File: src/rtl/xmul_arb.sv
// xmul_arb: round-robin arbiter sharing one 3-cycle pipelined signed
// multiplier among N_REQ requesters, with a credit-protected result FIFO.

// xmul_pipe: three-register signed multiplier, operands at t -> product at t+3
module xmul_pipe #(
   parameter int DATA_W = 32
) (
   input  logic                  clk,
   input  logic                  rst,
   input  logic [DATA_W-1:0]     a,
   input  logic [DATA_W-1:0]     b,
   output logic [2*DATA_W-1:0]   p
);

   logic signed [DATA_W-1:0]   a_r;
   logic signed [DATA_W-1:0]   b_r;
   logic signed [2*DATA_W-1:0] m_r;

   // operand capture, multiply, output register
   always_ff @(posedge clk or posedge rst) begin
      if (rst) begin
         a_r <= '0;
         b_r <= '0;
         m_r <= '0;
         p   <= '0;
      end else begin
         a_r <= a;
         b_r <= b;
         m_r <= a_r * b_r;
         p   <= m_r;
      end
   end

endmodule

module xmul_arb #(
   parameter int DATA_W     = 32,
   parameter int N_REQ      = 4,
   parameter int FIFO_DEPTH = 5
) (
   input  logic                         clk,
   input  logic                         rst,
   input  logic                         en,
   input  logic [N_REQ-1:0]             req_valid,
   output logic [N_REQ-1:0]             req_ready,
   input  logic [N_REQ*DATA_W-1:0]      req_op_a,
   input  logic [N_REQ*DATA_W-1:0]      req_op_b,
   output logic                         rsp_valid,
   input  logic                         rsp_ready,
   output logic [$clog2(N_REQ)-1:0]     rsp_id,
   output logic [2*DATA_W-1:0]          rsp_product,
   output logic                         busy
);

   localparam int ID_W  = $clog2(N_REQ);
   localparam int PTR_W = $clog2(FIFO_DEPTH);
   localparam int CNT_W = $clog2(FIFO_DEPTH + 1);
   localparam int P_W   = 2 * DATA_W;

   logic [ID_W-1:0]   last_grant;
   logic [ID_W-1:0]   grant_id;
   logic              grant;
   logic              credit;
   logic [1:0]        inflight;
   logic [2:0]        tag_v;
   logic [ID_W-1:0]   tag_id [3];
   logic [DATA_W-1:0] mul_a;
   logic [DATA_W-1:0] mul_b;
   logic [P_W-1:0]    mul_p;
   logic [CNT_W-1:0]  fifo_count;
   logic [PTR_W-1:0]  rd_ptr;
   logic [PTR_W-1:0]  wr_ptr;
   logic [P_W-1:0]    mem_p  [FIFO_DEPTH];
   logic [ID_W-1:0]   mem_id [FIFO_DEPTH];
   logic              push;
   logic              pop;

   // credit counts every result already owed to the FIFO, so it can never overflow
   assign inflight = 2'(tag_v[0]) + 2'(tag_v[1]) + 2'(tag_v[2]);
   assign credit   = (32'(fifo_count) + 32'(inflight)) < 32'(FIFO_DEPTH);

   // round-robin search starting just after the last granted requester
   always_comb begin : arb_search
      int unsigned idx;
      idx      = 0;
      grant    = 1'b0;
      grant_id = '0;
      if (rst && en && credit) begin
         for (int unsigned k = 0; k < N_REQ; k++) begin
            idx = 32'(last_grant) + 32'd1 + k;
            if (idx >= 32'(N_REQ)) idx = idx - 32'(N_REQ);
            if (!grant && req_valid[idx[ID_W-1:0]]) begin
               grant    = 1'b1;
               grant_id = idx[ID_W-1:0];
            end
         end
      end
   end

   // one-hot grant and operand mux; idle cycles feed zeros to the multiplier
   always_comb begin
      req_ready = '0;
      mul_a     = '0;
      mul_b     = '0;
      for (int unsigned i = 0; i < N_REQ; i++) begin
         if (grant && grant_id == ID_W'(i)) begin
            req_ready[i] = 1'b1;
            mul_a        = req_op_a[i*DATA_W +: DATA_W];
            mul_b        = req_op_b[i*DATA_W +: DATA_W];
         end
      end
   end

   xmul_pipe #(.DATA_W(DATA_W)) u_mul (
      .clk (clk),
      .rst (~rst),
      .a   (mul_a),
      .b   (mul_b),
      .p   (mul_p)
   );

   // round-robin pointer and tag pipeline shadowing the multiplier
   always_ff @(posedge clk or negedge rst) begin
      if (!rst) begin
         last_grant <= ID_W'(N_REQ - 1);
         tag_v      <= '0;
         for (int unsigned s = 0; s < 3; s++) tag_id[s] <= '0;
      end else begin
         if (grant) last_grant <= grant_id;
         tag_v     <= {tag_v[1:0], grant};
         tag_id[0] <= grant_id;
         tag_id[1] <= tag_id[0];
         tag_id[2] <= tag_id[1];
      end
   end

   assign push = tag_v[2];
   assign pop  = rsp_valid && rsp_ready;

   // result FIFO pointers and occupancy; pointers wrap explicitly for any depth
   always_ff @(posedge clk or negedge rst) begin
      if (!rst) begin
         wr_ptr     <= '0;
         rd_ptr     <= '0;
         fifo_count <= '0;
      end else begin
         if (push) wr_ptr <= (wr_ptr == PTR_W'(FIFO_DEPTH - 1)) ? '0 : wr_ptr + PTR_W'(1);
         if (pop)  rd_ptr <= (rd_ptr == PTR_W'(FIFO_DEPTH - 1)) ? '0 : rd_ptr + PTR_W'(1);
         case ({push, pop})
            2'b10:   fifo_count <= fifo_count + CNT_W'(1);
            2'b01:   fifo_count <= fifo_count - CNT_W'(1);
            default: fifo_count <= fifo_count;
         endcase
      end
   end

   // result storage; contents are only observed while counted as valid
   always_ff @(posedge clk) begin
      if (push) begin
         mem_p[wr_ptr]  <= mul_p;
         mem_id[wr_ptr] <= tag_id[2];
      end
   end

   assign rsp_valid   = (fifo_count != '0);
   assign rsp_id      = rsp_valid ? mem_id[rd_ptr] : '0;
   assign rsp_product = rsp_valid ? mem_p[rd_ptr]  : '0;
   assign busy        = rsp_valid || (tag_v != '0);

endmodule
File: config.mk
export PLATFORM = sky130hd
export DESIGN_NAME = xmul_arb
export DESIGN_NICKNAME = d
export VERILOG_FILES = /design/src/rtl/xmul_arb.sv
export SDC_FILE = /design/constraint.sdc
export NUM_CORES = 2
export LEC_CHECK = 0
export ABC_CLOCK_PERIOD_IN_PS = 12000
export CORE_UTILIZATION = 40
export DETAILED_ROUTE_END_ITERATION = 16
export PLACE_DENSITY = 0.65
export SYNTH_ARGS = -nofsm -noshare
export SYNTH_HDL_FRONTEND = slang
export SYNTH_SLANG_ARGS = --single-unit
File: constraint.sdc
create_clock -name clk -period 12 [get_ports clk]
set_clock_uncertainty 0.2 [all_clocks]
set_input_delay 2.4 -clock clk [delete_from_list [all_inputs] [get_ports clk]]
set_output_delay 2.4 -clock clk [all_outputs]
set_load 0.1 [all_outputs]
* Word-level counts from Yosys, hierarchy flattened *
Memory sizes are Yosys's and may differ from the RTL's.
Index checks and enable logic that the tools add are counted.

storage, ports and cells
  register bits after elaboration = 212
  bits in writable memories = 330
  input bits = 264
  output and inout port bits = 72
  logic and storage cells = 112
  memories kept = 2

memory list
  memory  words  width  read ports  clocked after memory_dff  wr ports  RTL line  RTL
  mem_p   5      64     1           0                         1         73        logic [P_W-1:0] mem_p [FIFO_DEPTH];
  mem_id  5      2      1           0                         1         74        logic [ID_W-1:0] mem_id [FIFO_DEPTH];

operators by class
  $add $sub $neg = 15
  $mul = 1
  $lt $le $gt $ge = 9
  eq/ne operators = 7
  mux-type cells = 48
  reductions and logical operators = 18

operator list
  operator                                              count
  two-way mux 32 bit                                    8
  multiplier 32 x 32 -> 64 bit                          1
  two-way mux 64 bit                                    1
  two-way mux 2 bit                                     14
  two-way mux 1 bit                                     18
  >= comparator 4 x 3 -> 1 bit (second input constant)  3
  < comparator 2 x 3 -> 1 bit (second input constant)   4
  logical AND 1 bit                                     10
  adder 3 x 1 -> 3 bit (second input constant)          3
  adder 3 x 2 -> 4 bit (second input constant)          2
  binary-select mux 1 bit (select 2 bit)                4
  subtractor 2 x 1 -> 2 bit (second input constant)     4
  equality test 2 bit (second input constant)           3
  equality test 3 bit (second input constant)           2
  two-way mux 3 bit                                     2
  case mux 3 bit (2 select lines)                       1
  nonzero test 3 bit                                    2
  adder 3 x 1 -> 4 bit (second input constant)          1
  adder 3 x 2 -> 4 bit                                  1
  equality test 2 x 1 -> 1 bit (second input constant)  2
  < comparator 4 x 3 -> 1 bit (second input constant)   1
  adder 2 x 1 -> 3 bit (second input constant)          1
  >= comparator 3 bit (second input constant)           1
  zero test 1 bit                                       3
  6 further kinds                                       6

* Logic depth before layout (Yosys ltp) *
  depth in word-level cells = 28
  depth in mapped cells = 28
  depth with buffers taken out = 27

* By module *
A second synthesis with hierarchy kept.

second synthesis, totals
  cell total of the unflattened synthesis = 5182
  area total of the unflattened synthesis = 57358.8 µm²

modules (own cells, without submodules)
  module     times used  cells an instance  area an instance (µm²)  sequential area each (µm²)
  xmul_pipe  1           4053               40898.0                 4804.6
  xmul_arb   1           1129               16460.8                 10412.5

* Worst setup path after synthesis *
Ideal clock, no wire load.

  path kind = input-to-output
  start = input req_valid[2]
  end = output req_ready[1]
  data arrival time = 5.773 ns
  required time = 9.400 ns
  slack = 3.627 ns
  stages on the path = 8
  path buffers = 3
  path through = o21ai_0 -> a21oi_1 -> nor3_1 -> buf_2 -> buf_4 -> buf_2 -> nor2_1 -> nor3_1

on the way
  longest elaborated chain between the ends = 19
  elaborated cells on any way between the ends = 30
  those cells by class = eq/ne (1); mux (22); reduce/logical (7)

ends and longest elaborated chain
  item                                     RTL line  RTL
  from (decl)                              44        input logic [N_REQ-1:0] req_valid,
  binary-select mux 1 bit (select 2 bit)   92        if (!grant && req_valid[idx[ID_W-1:0]]) begin
  two-way mux 1 bit (implied by the code)  92
  two-way mux 1 bit                        92
  two-way mux 1 bit                        88        if (rst && en && credit) begin
  zero test 1 bit                          92
  logical AND 1 bit                        92
  two-way mux 1 bit                        92
  two-way mux 1 bit                        88
  [4 not listed]                           -
  zero test 1 bit                          92
  logical AND 1 bit                        92
  two-way mux 2 bit (*)                    92
  two-way mux 2 bit (*)                    88
  via grant_id[1]                          61        logic [ID_W-1:0] grant_id;
  equality test 2 x 1 -> 1 bit (*)         106       if (grant && grant_id == ID_W'(i)) begin
  logical AND 1 bit (*)                    106
  two-way mux 1 bit (*)                    106
  to (decl)                                45        output logic [N_REQ-1:0] req_ready,

Mark *: on every way through the listed nets, which the timed path passes. The rest lies on a longest branch. The select of a mux whose other input is x is not followed.

* Final worst setup path *
  start = register u_mul.a_r[31]
  end = register u_mul.m_r[60]

on the way
  longest elaborated chain between the ends = 1

ends and longest elaborated chain
  item                          RTL line  RTL
  from (decl)                   15        logic signed [DATA_W-1:0] a_r;
  from (signal assigned)        22        a_r <= '0;
  from (signal assigned)        27        a_r <= a;
  multiplier 32 x 32 -> 64 bit  29        m_r <= a_r * b_r;
  to (signal assigned)          29
  to (decl)                     17        logic signed [2*DATA_W-1:0] m_r;

No other way between the ends.
A chain may end at the register's enable or synchronous reset.

==> metrics.md <==
| Metric | Value |
|---|---|
| Status | `finished clean` |
| Most frequent cells in the layout | `1,085 x fa_1, 1,021 x inv_1, 544 x nand2_1` |
| Syn Inst Count | `between 5,000 and 6,000` |
| DR vias | `~36,000` |
| Commonest non-fill, non-tap cell in the layout | `fa_1` |
| Post-Syn Nets | `6,610` |
| Dpl cells | `slightly above 7,000` |
| Row count | `~140` |
| Synthesized area | `between 50,000 and 60,000 sq um` |
| Num CTS Buffers | `56` |
| RSZ-0062 raised after global routing | `false` |
| Met1 Use GR | `0.281` |
| Cts hold-fix bufs | `0` |
| Slowest CP cell | `dfrtp_1` |
| Final setup TNS | `0 ps` |
| Clock Sinks | `around 540` |
| PortBufs | `about 340` |
| Post-DP HPWL | `approximately 110,000 um` |
| Ports | `336` |
| Post-route ant nets | `0` |
| Yosys top cell area share | `0.382` |
| GP Congestion | `0.876` |
| DRC viols | `0` |
| Skew-Pair Late Insertion Delay | `slightly below 700 ps` |
| Pre-antenna DRT Iters | `5` |
| Clk pin slew, worst setup/hold paths | `~70 ps` |
| Async SR Flop Fraction | `0.391` |
| Post-synthesis sequential area ratio | `0.268` |
| Slew @ Worst Pin | `roughly 1100 ps` |
| Slew Viols, Final | `0` |
| Startpoint Class | `register` |
| Core ar. | `~140,000 sq um` |
| Max Root-Sink Buffers | `3` |
| Setup bufs post-CTS | `0` |
| Max-cap violations | `0` |
| Crit path arrival time | `9890 ps` |
| Total global routing overflow | `0` |
| Crit-path max FO | `32` |
| Critical path cell sequence | `nand2_1 > fa_1 > fa_1 > inv_1 > fa_1 > fa_1 > inv_1 > fa_1 > inv_1 > fa_1 > inv_1 > fa_1 > inv_1 > fa_1 > ha_1 > a21o_1 > a21oi_1 > o221ai_1 > a21oi_1 > o21bai_1 > a21oi_1 > mux2_2 > a41o_1 > a221oi_2` |
| PD cells | `slightly below 200 nW/um^2` |
| First-pass GRT wire length | `about 230,000 um` |
| Minimum clock period | `~9500 ps` |
| CTS tree | `done` |
| Final setup violation count | `0` |
| Hold crit path type | `register to register` |
| Syn avg cell area | `between 10 and 15 sq um` |
| Crit. Startpoint | `u_mul.a_r[31]` |
| Initial antenna violation count | `8` |
| Via/cell ratio | `about 5` |
| Leakage power | `between 20 and 30 nW` |
| Worst setup EP type | `register` |
| Width of the die | `about 380 um` |
| Count of filler cells inserted in the layout | `between 10,000 and 15,000` |
| Yosys warning count | `0` |
| Number of global-route vias before repair | `39,500` |
| Initial core utilization | `0.406` |
| Top cell by count, worst path | `fa_1` |
| Drt wl/cell | `19.8 um` |
| RR Startpoint | `u_mul.a_r[31]` |
| Share of layout cells above drive strength 1 | `0.0546` |
| Tcrit/Tclk final | `0.793` |
| Largest net degree at the start of global routing | `around 130` |
| Total Routing Usage GR | `0.206` |
| DRT iter0 DRCs | `2,354` |
| Peak supply drop | `312 uV` |
| Die height | `about 380 um` |
| Critical path class | `register to register` |
| Final net count | `6,809` |
| Final Hold Vio Count | `0` |
| Post-synth EDFFs | `330` |
| Yosys top cell by area | `fa_1` |
| Met3 Usage GRT | `0.0535` |
| Root Driver | `clkbuf_16` |
| Main synth FF type | `edfxtp_1` |
| Slew headroom | `0.242` |
| Peak Freq | `approximately 0.11 GHz` |
| CP max stage delay | `around 1100 ps` |
| Min-delay src | `u_mul.m_r[10]` |
| Unique masters post-synth | `75` |
| FF+latch count, synth | `between 500 and 600` |
| Die area | `around 140,000 sq um` |
| Most Used Layer, Global Route | `met2` |
| Main area contributors after synthesis | `fa_1 38%, edfxtp_1 17%, dfrtp_1 9.2%` |
| Grt met2 use | `0.327` |
| Post-Layout Cell Count | `about 7,000` |
| Routed wire length | `between 100,000 and 150,000 um` |
| CP Data Required Time | `about 12,000 ps` |
| H-tree levels | `2` |
| Cts repair resizes | `0` |
| Power Total | `~12 mW` |
| Synthesis-to-finish area growth | `12.9%` |
==> registers in the layout, indices dropped and copies added (netlist names) <==
register    count
rd_ptr          3
fifo_count      3
u_mul.b_r      32
tag_id          6
mem_p         320
u_mul.p        64
u_mul.m_r      64
u_mul.a_r      32
tag_v           3
last_grant      2
mem_id         10
wr_ptr          3
==> per-stage QoR <==
| step | worst slack (ps) | area (sq um) | utilization | hold WS [ps] |
|---|---|---|---|---|
| after global placement | 2700 | 62200 | 0.444 | 132 |
| final | 2490 | 64200 | 0.458 | 124 |
| after detailed placement | 2520 | 62200 | 0.444 | 135 |
| after CTS | 2470 | 64200 | 0.458 | 138 |
| after floorplan | 3630 | 56900 | - | 131 |
| after global routing | 2050 | 64200 | 0.458 | 153 |
==> synth_stat cells (76+ instances only) <==
master and number:
nor2_1 102, edfxtp_1 330, and2_1 509, clkbuf_1 246, a211oi_1 132, mux2i_1 133
dfrtp_1 210, fa_1 1085, inv_1 1021, nand2_1 544, ha_1 192, nor2b_1 89
a21oi_1 76
==> path summary, 6_finish.rpt <==
path	end	slack, ps	cells after the start
setup / recovery	u_mul.m_r[60]	2490	24
hold / removal	u_mul.p[10]	120	0
setup reg to reg	u_mul.m_r[60]	2490	24
hold reg to reg	u_mul.p[10]	120	0
max in group asynchronous	rd_ptr[0]	8250	3
min in group asynchronous	tag_v[0]	1370	1
==> worst max-delay path: cells and delay by family, from the launching register on <==
family	cells	cell delay [ps]
AO/OA/AOI/OAI	8	1480
adder cells (fa/ha/maj)	9	5360
flip-flops	1	1090
multiplexers	1	380
buffers and inverters	5	620
AND/OR/NAND/NOR	1	250
==> metal layers <==
| layer | share of wire | up-vias |
|---|---|---|
| li1 | - | 15900 |
| met1 | 0.43 | 18600 |
| met2 | 0.46 | 1200 |
| met3 | 0.085 | 179 |
| met4 | 0.022 | 4 |
| met5 | 0.00015 | - |
==> final cells by class <==
class / instances / area, sq um / share of cell area
Timing Repair Buffer: 419 / 4000 / 0.0623
Clock inverter: 33 / 409 / 0.00637
Antenna cell: 1 / 2.50 / 0.0000390
Inverter: 1022 / 3840 / 0.0597
Multi-Input combinational cell: 3227 / 36800 / 0.573
Clock buffer: 73 / 1590 / 0.0247
Sequential cell: 542 / 15200 / 0.237
Tap cell: 1876 / 2350 / 0.0365
==> report_power, final <==
part           total, mW  internal [mW]  leakage (nW)  switching [mW]
clock               1.84           1.07         0.980           0.771
combinational       7.87           2.58          22.5            5.29
sequential          2.77           2.44          5.86           0.325
total               12.5           6.09          29.3            6.39
==> cells by family after synthesis <==
group / count (synthesis) / synth area share
multiplexers: 201 / 0.0499
adder cells (fa/ha/maj): 1277 / 0.424
buffers and inverters: 1300 / 0.0864
AO/OA/AOI/OAI: 347 / 0.0428
AND/OR/NAND/NOR: 1330 / 0.118
flip-flops: 542 / 0.268
XOR/XNOR: 72 / 0.0111
No activity file was read; power rests on OpenSTA's default activity.
